## src/rtl/control_unit.sv

```systemverilog
// control_unit -- instruction sequencer for a basic accumulator machine.
//
// Walks the fetch/decode/execute T-states, decodes the IR latched at the end
// of T2 and emits one-hot datapath and memory strobes for each step.
//
// Ports
//   clk        rising-edge clock
//   i_rst      synchronous active-high reset
//   i_start    begin sequencing from IDLE, or resume from HALT
//   i_ir       datapath IR: [15] I, [14:12] opcode, [11:0] address/register-op
//   i_dr_zero  DR == 0, qualifies the ISZ skip in T6
//   o_*        phase, memory and op-select strobes; o_sc is the T index
//
// state | meaning
// ------+------------------------------------------------------------
// IDLE  | waiting for i_start, all outputs low
// CLR   | one-cycle datapath register clear
// T0    | fetch, address setup
// T1    | fetch, memory read of instruction
// T2    | decode, IR latched at the closing edge
// T3    | register-ref / illegal execute, or indirect address read
// T4    | memory-ref operand access (STA, BUN finish here)
// T5    | ADD/LDA finish, ISZ increment
// T6    | ISZ write-back and conditional skip
// HALT  | stopped after HLT, i_start resumes at T0

module control_unit (
   input  logic        clk,
   input  logic        i_rst,
   input  logic        i_start,
   input  logic [15:0] i_ir,
   input  logic        i_dr_zero,
   output logic        o_clr_reg,
   output logic        o_fetch,
   output logic        o_execute,
   output logic        o_read,
   output logic        o_write,
   output logic        o_is_ind,
   output logic        o_is_dir,
   output logic        o_add,
   output logic        o_load,
   output logic        o_store,
   output logic        o_branch,
   output logic        o_isz,
   output logic        o_clr_ac,
   output logic        o_clr_e,
   output logic        o_comp_ac,
   output logic        o_load_ac,
   output logic        o_cir_r,
   output logic        o_cir_l,
   output logic        o_inc_ac,
   output logic        o_pc_inc,
   output logic        o_ex_done,
   output logic        o_halt,
   output logic        o_illegal,
   output logic [2:0]  o_sc
);

   typedef enum logic [3:0] {
      S_IDLE, S_CLR, S_T0, S_T1, S_T2, S_T3, S_T4, S_T5, S_T6, S_HALT
   } state_t;

   state_t      state;
   logic        ir_i;
   logic [2:0]  ir_op;
   logic [11:0] ir_fld;

   logic op_ill, op_reg, op_add, op_lda, op_sta, op_bun, op_isz, op_hlt;

   always_comb begin
      op_ill = (ir_op == 3'd0) || (ir_op == 3'd5);
      op_reg = (ir_op == 3'd7);
      op_add = (ir_op == 3'd1);
      op_lda = (ir_op == 3'd2);
      op_sta = (ir_op == 3'd3);
      op_bun = (ir_op == 3'd4);
      op_isz = (ir_op == 3'd6);
      // HLT only when no higher-priority register op bit is set; I/O is a NOP
      op_hlt = op_reg && !ir_i && (ir_fld[11:5] == 7'd0) && ir_fld[0];
   end

   always_ff @(posedge clk) begin
      if (i_rst) begin
         state  <= S_IDLE;
         ir_i   <= 1'b0;
         ir_op  <= 3'd0;
         ir_fld <= 12'd0;
      end else begin
         case (state)
            S_IDLE: if (i_start) state <= S_CLR;
            S_CLR:  state <= S_T0;
            S_T0:   state <= S_T1;
            S_T1:   state <= S_T2;
            S_T2: begin
               ir_i   <= i_ir[15];
               ir_op  <= i_ir[14:12];
               ir_fld <= i_ir[11:0];
               state  <= S_T3;
            end
            S_T3: begin
               if (op_hlt)                state <= S_HALT;
               else if (op_reg || op_ill) state <= S_T0;
               else                       state <= S_T4;
            end
            S_T4:   state <= (op_sta || op_bun) ? S_T0 : S_T5;
            S_T5:   state <= op_isz ? S_T6 : S_T0;
            S_T6:   state <= S_T0;
            S_HALT: if (i_start) state <= S_T0;
            default: state <= S_IDLE;
         endcase
      end
   end

   always_comb begin
      o_clr_reg = 1'b0; o_fetch  = 1'b0; o_execute = 1'b0; o_read   = 1'b0;
      o_write   = 1'b0; o_is_ind = 1'b0; o_is_dir  = 1'b0; o_add    = 1'b0;
      o_load    = 1'b0; o_store  = 1'b0; o_branch  = 1'b0; o_isz    = 1'b0;
      o_clr_ac  = 1'b0; o_clr_e  = 1'b0; o_comp_ac = 1'b0; o_load_ac = 1'b0;
      o_cir_r   = 1'b0; o_cir_l  = 1'b0; o_inc_ac  = 1'b0; o_pc_inc = 1'b0;
      o_ex_done = 1'b0; o_halt   = 1'b0; o_illegal = 1'b0; o_sc     = 3'd0;
      case (state)
         S_CLR: o_clr_reg = 1'b1;
         S_T0: begin
            o_sc    = 3'd0;
            o_fetch = 1'b1;
         end
         S_T1: begin
            o_sc    = 3'd1;
            o_fetch = 1'b1;
            o_read  = 1'b1;
         end
         S_T2: o_sc = 3'd2;
         S_T3: begin
            o_sc = 3'd3;
            if (op_ill) begin
               o_illegal = 1'b1;
               o_ex_done = 1'b1;
            end else if (op_reg) begin
               o_execute = 1'b1;
               o_ex_done = 1'b1;
               if (!ir_i) begin
                  if      (ir_fld[11]) o_clr_ac  = 1'b1;
                  else if (ir_fld[10]) o_clr_e   = 1'b1;
                  else if (ir_fld[9])  o_comp_ac = 1'b1;
                  else if (ir_fld[8])  o_load_ac = 1'b1;
                  else if (ir_fld[7])  o_cir_r   = 1'b1;
                  else if (ir_fld[6])  o_cir_l   = 1'b1;
                  else if (ir_fld[5])  o_inc_ac  = 1'b1;
               end
            end else if (ir_i) begin
               o_read   = 1'b1;
               o_is_ind = 1'b1;
            end
         end
         S_T4: begin
            o_sc      = 3'd4;
            o_is_dir  = 1'b1;
            o_execute = 1'b1;
            o_read    = op_add || op_lda || op_isz;
            o_write   = op_sta;
            o_add     = op_add;
            o_load    = op_lda;
            o_store   = op_sta;
            o_branch  = op_bun;
            o_isz     = op_isz;
            o_ex_done = op_sta || op_bun;
         end
         S_T5: begin
            o_sc      = 3'd5;
            o_execute = 1'b1;
            o_add     = op_add;
            o_load    = op_lda;
            o_isz     = op_isz;
            o_ex_done = op_add || op_lda;
         end
         S_T6: begin
            o_sc      = 3'd6;
            o_write   = 1'b1;
            o_execute = 1'b1;
            o_isz     = 1'b1;
            o_ex_done = 1'b1;
            o_pc_inc  = i_dr_zero;
         end
         S_HALT: o_halt = 1'b1;
         default: ;
      endcase
   end

endmodule

```

## config.mk

```make
export PLATFORM = sky130hd
export DESIGN_NAME = control_unit
export DESIGN_NICKNAME = d
export VERILOG_FILES = /design/src/rtl/control_unit.sv
export SDC_FILE = /design/constraint.sdc
export NUM_CORES = 1
export LEC_CHECK = 0
export ABC_AREA = 1
export CAP_MARGIN = 0
export CORE_MARGIN = 3
export CORE_UTILIZATION = 40
export DETAILED_ROUTE_END_ITERATION = 16
export PLACE_DENSITY = 0.78
export SLEW_MARGIN = 20
export SYNTH_ARGS = -nofsm -noshare
export SYNTH_HDL_FRONTEND = slang
export SYNTH_SLANG_ARGS = --single-unit
```

## constraint.sdc

```tcl
create_clock -name clk -period 1.4 [get_ports clk]
set_input_delay 0.28 -clock clk [delete_from_list [all_inputs] [get_ports clk]]
set_output_delay 0.28 -clock clk [all_outputs]
set_load 0.02 [all_outputs]
```

==> impl_metrics.yaml, run 1 <==
outcome:
  status: "stopped before the end"
  stop_stage: "5_1_grt"
  stop_error: "[ERROR DPL-0038] Utilization greater than 100%, impossible to legalize"
floorplanning:
  initial_core_util_pct: 43.5
  rows: 17
  die_w_um: 55.8
  die_y_um: 55.8
  ios: 46
clock_tree:
  cts_inserted_buffers: 3
  root_buffer: "clkbuf_4"
  cts.sinks: 16
  htree_levels: 1
  clk_path_buf_depth: 2
  holdBufCountCts: 0
synth:
  synth_cell_types: 23
  syn_area_um2: 991
  synth_simple_gate_area_share_pct: 39.3
  synth_top_family_by_area: "simple AND/OR/NAND/NOR gates"
  synth.area.mux_share_pct: 0
  synth-seq-cells: 16
  syn_nets: 181
  synthAdderAreaFrac_pct: 0
  synth-xor-area-share_pct: 0
  synth_top_cells_by_count: "nand2_1 (29), nor2_1 (23), inv_1 (20)"
  synth_cells: 161
  yosysTopAreaCell: "dfxtp_1"
  yosysWarnings: 0
  synthTopCellsByArea: "dfxtp_1 (32%), nand2_1 (11%), o21ai_0 (9.1%)"
  synth.avg_cell_area_um2: 6.15
  synth_flop_cell: "dfxtp_1"
  synthArstFlopShare_pct: 0
  synth_enable_flop_cells: 0
  yosysMostFrequentCell: "nand2_1"
  yosysSeqAreaShare_pct: 32.3
  synth-compound-area-share_pct: 17.0
  synth_top_area_share_pct: 32.3
placement:
  postPlaceCellArea_mm2: 0.00190
  gp_congestion: 0.882
  post-dp-hpwl_um: 2740
  io_buffers: 41
global_route:
  grt_max_degree: 26
timing:
  endpoint_type: "primary output"
  grt_worst_setup_endpoint: "o_cir_l"
[stage by stage]
| stage | worst slack (ps) | std cells | TNS, ps | util (%) | hold WS (ps) |
|---|---|---|---|---|---|
| floorplan | -100 | 161 | -440 | - | 342 |
| global placement | -487 | 276 | -10360 | 83.5 | 470 |
| detailed placement | -543 | 276 | -11390 | 83.5 | 481 |
| CTS | -375 | 286 | -6490 | 91.5 | 504 |
[kinds of logic after synthesis]
kind of cell    Yosys count
simple gates             84
flops                    16
buf+inv                  28
compound gates           33
[timing repair]
action                                  4_1_cts
pin swaps                                     9
setup buffers                                 7
resized for setup                           183
endpoints found under the setup margin       28
==> run 2: changes to the inputs <==
- CORE_AREA: unset -> 3 3 64 66
- CORE_MARGIN: 3 -> unset
- CORE_UTILIZATION: 40 -> unset
- DIE_AREA: unset -> 0 0 67 69
- PLACE_DENSITY: 0.78 -> unset
- PLACE_DENSITY_LB_ADDON: unset -> 0.15
==> impl_metrics.yaml, run 2 <==
outcome:
  status: "finished, violations left"
  violations: "setup timing"
floorplanning:
  rows: 22
  dieArea_mm2: 0.00462
  initial_core_util_pct: 27.3
  core-area_mm2: 0.00363
  die_w_um: 67
  ios: 46
  die_y_um: 69
route:
  drc: 0
  drt-total-wl_um: 4100
  via_per_inst: 4.65
  vias: 1469
  first_pass_iters: 4
  ant_nets: 0
  wire_per_inst_um: 13.0
  drtIter0Drc: 69
synth:
  synth_top_area_share_pct: 32.3
  synth_cells: 161
  synth_flop_cell: "dfxtp_1"
  yosysMostFrequentCell: "nand2_1"
  syn_nets: 181
  syn_area_um2: 991
  yosysSeqAreaShare_pct: 32.3
  synth-seq-cells: 16
  synth_enable_flop_cells: 0
  yosysTopAreaCell: "dfxtp_1"
  synthTopCellsByArea: "dfxtp_1 (32%), nand2_1 (11%), o21ai_0 (9.1%)"
  yosysWarnings: 0
  synth_cell_types: 23
  synthArstFlopShare_pct: 0
  synth_top_cells_by_count: "nand2_1 (29), nor2_1 (23), inv_1 (20)"
  synth.avg_cell_area_um2: 6.15
critical_path:
  rrSetupSlack_ps: -120
  worstPathBufferInverterCount: 3
  cp_slowest_stage_delay_ps: 360
  crit_chain: "inv_4 > nor2_4 > nand2_4 > buf_4 > nor4_4 > buf_4"
  path_delay_family: "simple AND/OR/NAND/NOR gates"
  cp-end-kind: "primary output"
  r2r_end: "state[0]"
  crit_type: "reg2out"
  required_ps: 1120
  worstSetupEndpoint: "o_comp_ac"
  arrival_ps: 1440
  cp.depth: 6
  crit_top_cell: "buf_4"
  cp-start-kind: "flip-flop"
  r2r_cells: 11
  cpMaxStageDelayCell: "dfxtp_2"
  critPathMaxFanout: 4
  r2r_start: "state[2]"
  cp-startpoint: "state[2]"
timing:
  rsz0062_at_grt: "true"
  max-slew-margin-rel_pct: 74.9
  slew_violations: 0
  finalCritPeriodShare_pct: 123
  finalClockSkew_ps: 3.34
  setup_violations: 27
  finalHoldViolCount: 0
  post-route-min-period_ps: 1720
  timing.setup.tns_ps: -6070
  finalHoldWorstSlack_ps: 507
  worst_pin_slew_ps: 376
  fmax_mhz: 582
  finalWorstSetupSlack_ps: -317
clock_tree:
  path_clk_slew_ps: 60
  htree_levels: 1
  clk-insertion-delay-late_ps: 240
  root_buffer: "clkbuf_8"
  cts.sinks: 16
  cts_inserted_buffers: 3
  cts_tree: "done"
  clk_path_buf_depth: 2
finish:
  final_cell_mix: "buf_4 (61), buf_6 (30), nand2_1 (20)"
  reg_top3: "ir_fld: 8 flops, state: 4 flops, ir_op: 3 flops"
  top_register: "ir_fld"
  largest_register_ffs: 8
  fin_cells: 316
  diodes: 0
  layout.nets: 290
  finish.utilization_pct: 65.8
  syn_to_final_growth_pct: 141
  drive_gt1_share_pct: 60.4
  final_common_cell: "buf_4"
min_path:
  whs_path_depth: 2
  min_path_type: "reg2reg"
global_route:
  antenna_found_initial: 0
  grt_max_degree: 26
  grt_pass1_vias: 1314
  overflow: 0
  grt_pass1_wl_um: 5730
  grt_usage_pct: 15.3
pwr:
  ir_drop_v: 0.000491
  powerDensity_mw_per_mm2: 521
  p_leak_nw: 1.08
  p_total_mw: 1.25
placement:
  placedCellCount: 299
  io_buffers: 41
  post-dp-hpwl_um: 2590
  gp_congestion: 0.850
job:
  cap_viol_max_count: 0
[run 2: cell type report]
class,instances,area (µm²)
Timing Repair Buffer,109,1000
Tap cell,48,60.1
Inverter,23,98.8
Sequential cell,16,339
Multi-Input combinational cell,117,851
Clock buffer,3,41.3
Fill cell,315,1240
[run 2: worst min-delay path by stage]
| stage | startpoint | endpoint |
|---|---|---|
| CTS | ir_fld[0] | ir_fld[0] |
| detailed placement | ir_fld[0] | ir_fld[0] |
| global route | ir_fld[0] | ir_fld[0] |
| floorplan | i_rst | state[0] |
| global placement | ir_fld[0] | ir_fld[0] |
| finish | ir_fld[0] | ir_fld[0] |
[run 2: worst min-delay path, delay by kind of cell (launching register included)]
family           cells  cell delay, ps
DFF                  1             320
and+or+nand+nor      2             150
[run 2: routing by layer]
metal  wire length (µm)  vias up  global-route usage (%)  part of all wire, %
li1                   -      740                       -                    -
met1               1680      664                    18.9                   41
met2               2130       53                    26.9                   52
met3                211       12                    2.28                  5.1
met4                 87        0                    4.28                  2.1
met5                  0        -                       0                    0
[run 2: what timing repair did]
item	in CTS	in global routing
setup buffers	12	6
hold buffers	0	0
cloned	0	1
endpoints found under the setup margin	29	37
resized for setup	181	55
hold endpoints to repair	0	0
pin swaps	7	16
[run 2: kinds of logic after synthesis]
group	Yosys count	synth area share (%)
simple gates	84	39.3
compound gates	33	17.0
buf+inv	28	11.4
flops	16	32.3
[run 2: where the power goes]
part	total (mW)	switching, mW	leakage [nW]	internal, mW
Sequential	0.496	0.0235	0.134	0.473
Clock	0.335	0.145	0.0216	0.190
Combinational	0.414	0.205	0.927	0.209
Total	1.25	0.373	1.08	0.872
[run 2: stage by stage]
| step | setup slack [ps] | cell area, µm² |
|---|---|---|
| after global routing | -391 | 2390 |
| after CTS | -395 | 2180 |
| final | -317 | 2390 |
| after global placement | -506 | 1930 |
| after detailed placement | -548 | 1930 |
| after floorplan | -100 | 1090 |
Note: power is estimated with default switching activity, not from simulation.
==> RTL change: new RTL, settings of run 2 <==
Reset style: asynchronous (`i_rst`), changed in one clocked block. Comments in the files are not updated.
--- a/src/rtl/control_unit.sv
+++ b/src/rtl/control_unit.sv
@@ -79,7 +79,7 @@
       op_hlt = op_reg && !ir_i && (ir_fld[11:5] == 7'd0) && ir_fld[0];
    end
 
-   always_ff @(posedge clk) begin
+   always_ff @(posedge clk or posedge i_rst) begin
       if (i_rst) begin
          state  <= S_IDLE;
          ir_i   <= 1'b0;
Function: differs if i_rst is asserted again (counterexample within 4 cycles, from zero or initial values and one cycle with i_rst high); with i_rst held inactive, the same outputs for 10 cycles.
==> RTL change against run 2 <==
The flow still finishes with violations (negative setup slack). Non-clock buffer count grew 6. Cell area grew 5.8%. Sequential cell count is the same. Synthesized area grew 6.9%. Die area is the same. Wire length grew 4.3%. Setup slack lost 0.15 ns.
Power is left out: it rests on default switching activity, and per cell area and clock period it moved more than threefold.
==> RTL change: results (changes against run 2) <==
met2 Resource Use GR 29.91% (was 26.86%); Routed Antenna Nets 0 (unchanged); CTS Buffer Depth 2 (unchanged); met3 WL 194 µm (was 211 µm); final setup margin -0.4638 ns (was -0.3169 ns); largest net degree at the start of global routing 26 (unchanged); first-pass GRT wire length 5802 µm (was 5733 µm); dpl ws -0.6372 ns (was -0.5479 ns); DRT iter0 DRCs 71 (was 69); met2 wire len 2374 µm (was 2126 µm); number of I/O port buffers 41 (unchanged); Yosys cell types 21 (was 23); nets 301 (was 290); Pre-antenna DRT Iters 4 (unchanged); endpoints failing setup 41 (was 27); clock-pin slew on the worst setup and hold paths 0.06 ns (about the same); met1 Track Usage GR 17.21% (was 18.94%); vias per cell 4.645 (was 4.649); Antenna Cells 0 (unchanged); root buffer cell clkbuf_8 (unchanged); CTS buffer count 3 (unchanged); top area cells in the synthesized netlist dfrtp_1 (38%), nand2_1 (17%), inv_1 (8.9%) (was dfxtp_1 (32%), nand2_1 (11%), o21ai_0 (9.1%)); failing checks negative setup slack (unchanged); area post-placement 1923 µm² (was 1934 µm²); critical path's slowest cell dfrtp_1 (was dfxtp_2); initial antenna violation count 0 (unchanged); Routed WL 4277 µm (was 4100 µm); most frequent cell after synthesis nand2_1 (unchanged); final RePlAce weighted congestion 0.8914 (was 0.8503); Post-Syn Nets 184 (was 181); worst-path fanout max 2 (was 4); Clock Latency Late Sink 0.24 ns (about the same); drt drc 0 (unchanged); dpl hpwl 2561 µm (was 2592 µm); worst slew pin tran 0.3453 ns (was 0.3759 ns); GRT Util Overall 15.88% (was 15.34%); status complete, but fails checks (unchanged); Largest regs ir_fld: 8 flops, state: 4 flops, ir_op: 3 flops (unchanged); H-tree level count 1 (unchanged); max layer used met4 (unchanged); Hold Crit Class in2async (was reg2reg); vias in the first global route 1395 (was 1314); total gr overflow 0 (unchanged); CP peak stage delay 0.39 ns (was 0.36 ns); worst reg2reg path depth 11 (unchanged); yosys warns 0 (unchanged); met3 GRT Util 2.280% (unchanged); async set-reset flop share out of synthesis 100.0% (was 0%); CP delay by family, top simple AND/OR/NAND/NOR gates (unchanged); Commonest cells post-synth nand2_1 (48), inv_1 (25), nor2_1 (23), dfrtp_1 (16), o21ai_0 (15) (was nand2_1 (29), nor2_1 (23), inv_1 (20), o21ai_0 (18), dfxtp_1 (16)); share of cells above drive strength 1 64.16% (was 60.45%); M1 WL 1636 µm (was 1675 µm); Clock Skew 0.001294 ns (was 0.003340 ns); worst path arrival time 1.58 ns (was 1.44 ns); Seq/Total Area, Yosys 37.78% (was 32.32%); Slew Viols, Final 0 (unchanged)
==> RTL change: cell families (layout without fill, tap and decap cells) <==
group	count (synthesis)	in the layout	synth area share, %
and+or+nand+nor	97	97	40.14
buffers and inverters	31	146	11.81
AOI/OAI and AO/OA	20	20	10.27
DFF	16	16	37.78
==> RTL change: stage by stage <==
stage	utilization (%)	TNS, ns	cells	hold WS (ns)
final	69.66	-9.942	327	0.3361
after global routing	69.66	-13.09	327	0.3639
after CTS	58.99	-7.091	314	0.3448
after detailed placement	52.93	-12.37	294	0.4777
after global placement	52.93	-11.99	294	0.4626
after floorplan	-	-0.6288	164	0.1937
==> RTL change: layout make-up <==
cell class | count | area [µm²]
clock buffers | 3 | 41.29
well taps | 48 | 60.06
repair buffers | 115 | 1075
fillers | 300 | 1102
flip-flops and latches | 16 | 406.6
inverters | 28 | 110.1
multi-input cells | 117 | 838.3
==> RTL change: worst paths after layout <==
kind                            startpoint  slack [ns]   endpoint
worst max-delay path              state[3]       -0.46     o_read
worst min-delay path                 i_rst        0.34  ir_fld[6]
worst max register to register    state[3]       -0.20   state[0]
worst min register to register   ir_fld[0]        0.49  ir_fld[0]
max in group asynchronous            i_rst        0.86   ir_op[1]
min in group clk                 ir_fld[0]        0.49  ir_fld[0]
==> RTL change: what timing repair did <==
item,CTS,global route
resized for setup,169,85
endpoints found under the setup margin,28,37
pin swaps,14,18
cloned,0,2
buffers inserted,18,20
==> RTL change: tightest hold or removal path, cell delays in order <==
cell and delay, ns:
clkdlybuf4s50_1 0.39, inv_1 0.05, buf_4 0.23
